<file path="src/rtl/wb_pipe_reg_if.sv">
// wb_pipe_reg_if: control, capture, write-back and forwarding signals of the MEM/WB pipeline register
interface wb_pipe_reg_if #(
  parameter int DATA_W = 32,
  parameter int ADDR_W = 5
);
  logic              stall;
  logic              flush;
  logic              in_valid;
  logic              in_regwrite;
  logic [ADDR_W-1:0] in_rd;
  logic [DATA_W-1:0] in_data;
  logic [ADDR_W-1:0] src_rs;
  logic [ADDR_W-1:0] src_rt;
  logic              out_valid;
  logic              out_regwrite;
  logic [ADDR_W-1:0] out_rd;
  logic [DATA_W-1:0] out_data;
  logic              fwd_rs_hit;
  logic [DATA_W-1:0] fwd_rs_data;
  logic              fwd_rt_hit;
  logic [DATA_W-1:0] fwd_rt_data;
  modport master (
    output stall, flush, in_valid, in_regwrite, in_rd, in_data, src_rs, src_rt,
    input  out_valid, out_regwrite, out_rd, out_data, fwd_rs_hit, fwd_rs_data, fwd_rt_hit, fwd_rt_data
  );
  modport slave (
    input  stall, flush, in_valid, in_regwrite, in_rd, in_data, src_rs, src_rt,
    output out_valid, out_regwrite, out_rd, out_data, fwd_rs_hit, fwd_rs_data, fwd_rt_hit, fwd_rt_data
  );
endinterface

</file>
<file path="src/rtl/wb_pipe_reg.sv">
// wb_pipe_reg: DEPTH-stage MEM/WB register with stall, flush, sync reset and youngest-first forwarding
module wb_pipe_reg #(
  parameter int DATA_W = 32,
  parameter int ADDR_W = 5,
  parameter int DEPTH  = 1
) (
  input logic          CLK,
  input logic          RST_N,
  wb_pipe_reg_if.slave bus
);
  typedef struct packed {
    logic              valid;
    logic              regwrite;
    logic [ADDR_W-1:0] rd;
    logic [DATA_W-1:0] data;
  } entry_t;
  entry_t            st [DEPTH];
  entry_t            nxt;
  logic              rs_hit, rt_hit;
  logic [DATA_W-1:0] rs_data, rt_data;
  function automatic logic match(entry_t e, logic [ADDR_W-1:0] s);
    return e.valid & e.regwrite & (e.rd == s) & (s != '0);
  endfunction
  // a flush always turns stage 0 into a bubble, even while the rest of the pipe is stalled
  always_comb begin
    nxt = '0;
    if (!bus.flush) nxt = '{valid: bus.in_valid, regwrite: bus.in_valid & bus.in_regwrite & (bus.in_rd != '0),
                           rd: bus.in_rd, data: bus.in_data};
  end
  always_ff @(posedge CLK) begin
    if (!RST_N) begin
      for (int k = 0; k < DEPTH; k++) st[k] <= '0;
    end else begin
      if (!bus.stall || bus.flush) st[0] <= nxt;
      if (!bus.stall) for (int k = 1; k < DEPTH; k++) st[k] <= st[k-1];
    end
  end
  // walk oldest to youngest so the youngest matching stage wins
  always_comb begin
    rs_hit  = 1'b0;
    rs_data = '0;
    rt_hit  = 1'b0;
    rt_data = '0;
    for (int k = DEPTH - 1; k >= 0; k--) begin
      if (match(st[k], bus.src_rs)) begin
        rs_hit  = 1'b1;
        rs_data = st[k].data;
      end
      if (match(st[k], bus.src_rt)) begin
        rt_hit  = 1'b1;
        rt_data = st[k].data;
      end
    end
  end
  assign bus.out_valid    = st[DEPTH-1].valid;
  assign bus.out_regwrite = st[DEPTH-1].regwrite;
  assign bus.out_rd       = st[DEPTH-1].rd;
  assign bus.out_data     = st[DEPTH-1].data;
  assign bus.fwd_rs_hit   = rs_hit;
  assign bus.fwd_rs_data  = rs_data;
  assign bus.fwd_rt_hit   = rt_hit;
  assign bus.fwd_rt_data  = rt_data;
endmodule

</file>
<file path="src/flat_wrapper.sv">
// flat-port wrapper written by rule: the top's interface ports become plain ports
module wb_pipe_reg_flat 
#(
  parameter int DATA_W = 32,
  parameter int ADDR_W = 5,
  parameter int DEPTH  = 1
)
  (CLK, RST_N, bus_stall, bus_flush, bus_in_valid, bus_in_regwrite, bus_in_rd, bus_in_data, bus_src_rs, bus_src_rt, bus_out_valid, bus_out_regwrite, bus_out_rd, bus_out_data, bus_fwd_rs_hit, bus_fwd_rs_data, bus_fwd_rt_hit, bus_fwd_rt_data);
  wb_pipe_reg_if #(.DATA_W(DATA_W), .ADDR_W(ADDR_W)) bus_i ();
  input logic CLK;
  input logic RST_N;
  input wire logic [$bits(bus_i.stall)-1:0] bus_stall;
  input wire logic [$bits(bus_i.flush)-1:0] bus_flush;
  input wire logic [$bits(bus_i.in_valid)-1:0] bus_in_valid;
  input wire logic [$bits(bus_i.in_regwrite)-1:0] bus_in_regwrite;
  input wire logic [$bits(bus_i.in_rd)-1:0] bus_in_rd;
  input wire logic [$bits(bus_i.in_data)-1:0] bus_in_data;
  input wire logic [$bits(bus_i.src_rs)-1:0] bus_src_rs;
  input wire logic [$bits(bus_i.src_rt)-1:0] bus_src_rt;
  output wire logic [$bits(bus_i.out_valid)-1:0] bus_out_valid;
  output wire logic [$bits(bus_i.out_regwrite)-1:0] bus_out_regwrite;
  output wire logic [$bits(bus_i.out_rd)-1:0] bus_out_rd;
  output wire logic [$bits(bus_i.out_data)-1:0] bus_out_data;
  output wire logic [$bits(bus_i.fwd_rs_hit)-1:0] bus_fwd_rs_hit;
  output wire logic [$bits(bus_i.fwd_rs_data)-1:0] bus_fwd_rs_data;
  output wire logic [$bits(bus_i.fwd_rt_hit)-1:0] bus_fwd_rt_hit;
  output wire logic [$bits(bus_i.fwd_rt_data)-1:0] bus_fwd_rt_data;
  assign bus_i.stall = bus_stall;
  assign bus_i.flush = bus_flush;
  assign bus_i.in_valid = bus_in_valid;
  assign bus_i.in_regwrite = bus_in_regwrite;
  assign bus_i.in_rd = bus_in_rd;
  assign bus_i.in_data = bus_in_data;
  assign bus_i.src_rs = bus_src_rs;
  assign bus_i.src_rt = bus_src_rt;
  assign bus_out_valid = bus_i.out_valid;
  assign bus_out_regwrite = bus_i.out_regwrite;
  assign bus_out_rd = bus_i.out_rd;
  assign bus_out_data = bus_i.out_data;
  assign bus_fwd_rs_hit = bus_i.fwd_rs_hit;
  assign bus_fwd_rs_data = bus_i.fwd_rs_data;
  assign bus_fwd_rt_hit = bus_i.fwd_rt_hit;
  assign bus_fwd_rt_data = bus_i.fwd_rt_data;
  wb_pipe_reg #(.DATA_W(DATA_W), .ADDR_W(ADDR_W), .DEPTH(DEPTH)) u_core (.CLK(CLK), .RST_N(RST_N), .bus(bus_i));
endmodule
</file>
<file path="config.mk">
export PLATFORM = sky130hd
export DESIGN_NAME = wb_pipe_reg_flat
export DESIGN_NICKNAME = d
export VERILOG_FILES = /design/src/rtl/wb_pipe_reg_if.sv /design/src/rtl/wb_pipe_reg.sv /design/src/flat_wrapper.sv
export SDC_FILE = /design/constraint.sdc
export NUM_CORES = 1
export LEC_CHECK = 0
export BUFFER_PORTS_ARGS = -buffer_cell sky130_fd_sc_hd__buf_4
export CAP_MARGIN = 15
export CORE_ASPECT_RATIO = 0.7
export CORE_MARGIN = 3
export CORE_UTILIZATION = 44
export DETAILED_ROUTE_END_ITERATION = 12
export PLACE_DENSITY_LB_ADDON = 0.12
export SLEW_MARGIN = 20
export SYNTH_ARGS = -nofsm -noshare
export SYNTH_HDL_FRONTEND = slang
export SYNTH_SLANG_ARGS = --single-unit
export TNS_END_PERCENT = 30
</file>
<file path="constraint.sdc">
create_clock -name CLK -period 4.6 [get_ports CLK]
set_clock_uncertainty 0.2 [all_clocks]
set_input_delay 0 -clock CLK [delete_from_list [all_inputs] [get_ports CLK]]
set_output_delay 0 -clock CLK [all_outputs]
set_load 0.02 [all_outputs]
</file>
Word-level counts from Yosys, hierarchy flattened

Memory sizes are Yosys's and may differ from the RTL's.
Index checks and enable logic that the tools add are counted.

Register bits: 0
RAM bits: 39
Output and inout bits: 105
Logic and storage cells: 27
Memories: 1

Memories:

| memory    | words | bits a word | rd ports | clocked after Yosys merged registers in | wr ports | RTL line          | text |
|---|---|---|---|---|---|---|---|
| u_core.st | 1     | 39          | 1        | 0                                       | 1        | wb_pipe_reg.sv:17 | `entry_t st [DEPTH];` |

Equal/unequal tests: 2
Multiplexer cells: 11
Bitwise operators: 7
Reductions and logical operators: 6

Operators by type and width:

| kind                | number |
|---|---|
| 39-bit two-way mux  | 2 |
| 32-bit two-way mux  | 2 |
| 39-bit OR reduction | 1 |
| 5-bit nonzero test  | 3 |
| 5-bit equality test | 2 |
| 1-bit bitwise AND   | 7 |
| 1-bit two-way mux   | 7 |
| 1-bit logical NOT   | 1 |
| 1-bit logical OR    | 1 |

Logic depth before layout (Yosys ltp)

Depth in word-level cells: 7
Mapped depth: 5
Gate-level depth less buffers: 3

Worst setup path after synthesis

OpenSTA, ideal clock, no wires.

Path type: register to output
From: memory u_core.st[0][37] in the netlist's numbering
To: output bus_fwd_rs_data[10]
Arrival time: 1.656 ns
Required time: 4.400 ns
Path slack: 2.744 ns
Stages on the path, launching flop included: 6
Path through: edfxtp_1 > and2_1 > clkbuf_1 > clkbuf_1 > nand2_1 > nor3_1

Word-level cells in the longest chain between the ends: 5

Ends and longest elaborated chain:

| item                           | RTL line           | text |
|---|---|---|
| from (decl)                    | wb_pipe_reg.sv:17  |  |
| memory read 1 x 39 bit         | --                 |  |
| 1-bit bitwise AND (3 in a row) | wb_pipe_reg.sv:22  | `return e.valid & e.regwrite & (e.rd == s) & (s != '0);` |
| 32-bit two-way mux             | wb_pipe_reg.sv:45  | `if (match(st[k], bus.src_rs)) begin` |
| to (decl)                      | flat_wrapper.sv:25 | `output wire logic [$bits(bus_i.fwd_rs_data)-1:0] bus_fwd_rs_data;` |

No other way between the ends.

Worst setup path after layout

From: memory u_core.st[0][33] in the netlist's numbering
To: output bus_fwd_rt_data[18]

Word-level cells in the longest chain between the ends: 5

Ends and longest elaborated chain:

| item                           | RTL line           | text |
|---|---|---|
| memory read 1 x 39 bit         | --                 |  |
| 5-bit equality test            | wb_pipe_reg.sv:22  |  |
| 1-bit bitwise AND (2 in a row) | wb_pipe_reg.sv:22  |  |
| 32-bit two-way mux             | wb_pipe_reg.sv:49  | `if (match(st[k], bus.src_rt)) begin` |
| to (decl)                      | flat_wrapper.sv:27 | `output wire logic [$bits(bus_i.fwd_rt_data)-1:0] bus_fwd_rt_data;` |

No other way between the ends.

==> flow_summary.json <==
{
  "crit_type": "flip-flop to output port",
  "root_buffer": "clkbuf_8",
  "period_share": 0.575,
  "cts_tree": "yes",
  "slew_viol_final": 0,
  "pwr_density_cell_nw_per_um2": 234,
  "cp_data_required_time_ps": 4400,
  "drtAntennaViolNets": 0,
  "drtIter0Drc": 130,
  "rows": 20,
  "cp-startpoint": "u_core.st[0][33]$_SDFFCE_PP0P_",
  "globalplace.congestion": 0.839,
  "largest_register": "u_core.st",
  "hold_class": "input port to flip-flop",
  "worstMarginPinSlew_ps": 885,
  "rsz0062_at_grt": "false",
  "cts_buffers": 5,
  "grt_max_degree": 40,
  "min_period_ps": 2650,
  "firstDrtPassIters": 5,
  "start_util": 0.477,
  "die_w_um": 89.7,
  "setup_viol": 0,
  "fp.coreArea_um2": 4530,
  "power_leakage_nw": 1.67,
  "synth_fp_nets": 270,
  "dr_total_vias": 2363,
  "dp_hpwl_um": 4970,
  "grt.total_usage": 0.265,
  "ys_warn_count": 0,
  "fp.dieArea_um2": 5800,
  "status": "complete, no violations",
  "ios": 158,
  "cts_setup_buffers": 0,
  "drc": 0,
  "seq_area_frac_synth": 0.542,
  "clk_pin_slew_ps": 80,
  "drive_gt1_frac": 0.429,
  "cts_sinks": 39,
  "synth_area_um2": 2160,
  "cp_max_fo": 18,
  "fin_nets": 458,
  "hold_start": "RST_N",
  "critPathCaptureType": "output port",
  "synth_cell_types": 17,
  "cap_violations": 0,
  "holdWs_ps": 175,
  "slew_headroom": 0.407,
  "area_growth_pct": 78.4,
  "multi_input_area_um2": 886,
  "die_h_um": 64.6,
  "tns_ps": 0,
  "wire_per_inst_um": 16.0,
  "hold_viol_final": 0,
  "synthCells": 217,
  "cp.arrival_ps": 2450,
  "avgViaCountPerCell": 5.01,
  "clock.fmax_mhz": 378,
  "critPathLaunchType": "flip-flop",
  "grt_pass1_wl_um": 12300,
  "grt_pass1_vias": 2408,
  "wl_um": 7550,
  "cts_buffer_depth": 2,
  "fillCellCount": 259,
  "portBuffers": 157,
  "reg_top3": "u_core.st (39)",
  "synth_seq_cells": 39,
  "largest_reg_flops": 39,
  "antenna_found_initial": 0,
  "antenna_cells": 0,
  "max-vdd-ir-drop_mv": 0.246,
  "ff_latch_area_um2": 1170,
  "avgSynthCellArea_um2": 9.95,
  "grt-ovfl-total": 0,
  "cts.htree.levels": 2
}
[path summary, 6_finish.rpt]
| check | slack, ps | cells past startpoint | endpoint |
|---|---|---|---|
| max | 1950 | 5 | bus_fwd_rt_data[18] |
| min | 170 | 3 | u_core.st[0][26]$_SDFFCE_PP0P_ |
[layout by cell type (no fill, tap or decap)]
cell / count
edfxtp_1: 39
o211ai_2: 1
nor3_1: 66
nand2_1: 33
clkinv_1: 1
buf_4: 162
dlygate4sd3_1: 39
bufinv_16: 1
o211ai_4: 1
clkinv_2: 1
or3_1: 1
and2_2: 1
xnor2_1: 10
nand3b_1: 1
nand3_1: 2
and2_1: 38
o311a_1: 1
clkbuf_8: 5
or4_4: 1
nor3b_2: 1
or4_1: 1
[cell usage after synthesis (all sizes together)]
master  number  area (µm²)
or4          2        18.8
o311a        1        10.0
nor3        66         330
buf          6        56.3
nand2       33         124
nand3        2        10.0
xnor2       10        87.6
or3          1        6.26
o211ai       2        33.8
nand3b       1        7.51
clkbuf      14        52.6
and2        39         244
edfxtp      39        1170
nor3b        1        7.51
[cells by family (layout without fill, tap and decap cells)]
kind of cell | Yosys count | count (layout) | share of synthesized area
compound gates | 3 | 3 | 0.0203
xor+xnor | 10 | 10 | 0.0406
buf+inv | 20 | 209 | 0.0504
flops | 39 | 39 | 0.542
simple gates | 145 | 145 | 0.346
[where the power goes]
| group | switching (W) | internal [W] | leakage [nW] | total [W] |
|---|---|---|---|---|
| clock network | 0.000116 | 0.000159 | 0.0556 | 0.000275 |
| logic | 0.000103 | 0.0000951 | 1.17 | 0.000198 |
| registers | 0.0000158 | 0.000413 | 0.448 | 0.000429 |
| total | 0.000235 | 0.000667 | 1.67 | 0.000902 |
[timing repair]
| item | in CTS | in global routing |
|---|---|---|
| gates resized for setup | 0 | 0 |
| hold buffers | 39 | 0 |
| endpoints found under the hold margin | 39 | 0 |
[through the flow]
step	utilization	setup slack, ps	std cells	power, W	area [µm²]
6_report	0.851	1950	472	0.000902	3850
5_1_grt	0.851	1770	472	0.000937	3850
4_1_cts	0.851	1990	472	0.000900	3850
3_5_place_dp	0.741	2300	425	0.000605	3350
3_3_place_gp	0.741	2380	425	0.000602	3350
2_1_floorplan	-	2740	217	0.000527	2160
[critical path, stage by stage, from the launching register on]
cell and delay (ps):
edfxtp_1 500, xnor2_1 210, nand3_1 520, buf_4 420, nor3_1 310, buf_4 220
[routing by layer]
layer | vias up | global-route usage | share of wire
met1 | 1080 | 0.306 | 0.39
met5 | - | 0 | 0
met3 | 16 | 0.0858 | 0.094
li1 | 1134 | - | -
met4 | 0 | 0.0765 | 0.020
met2 | 133 | 0.477 | 0.49
[cell type report]
| class | instances | share of cell area |
|---|---|---|
| Timing Repair Buffer | 201 | 0.417 |
| Sequential cell | 39 | 0.304 |
| Multi-Input combinational cell | 158 | 0.230 |
| Tap cell | 66 | 0.0214 |
| Clock buffer | 5 | 0.0179 |
| Clock inverter | 3 | 0.0101 |
(Power assumes the default switching activity.)
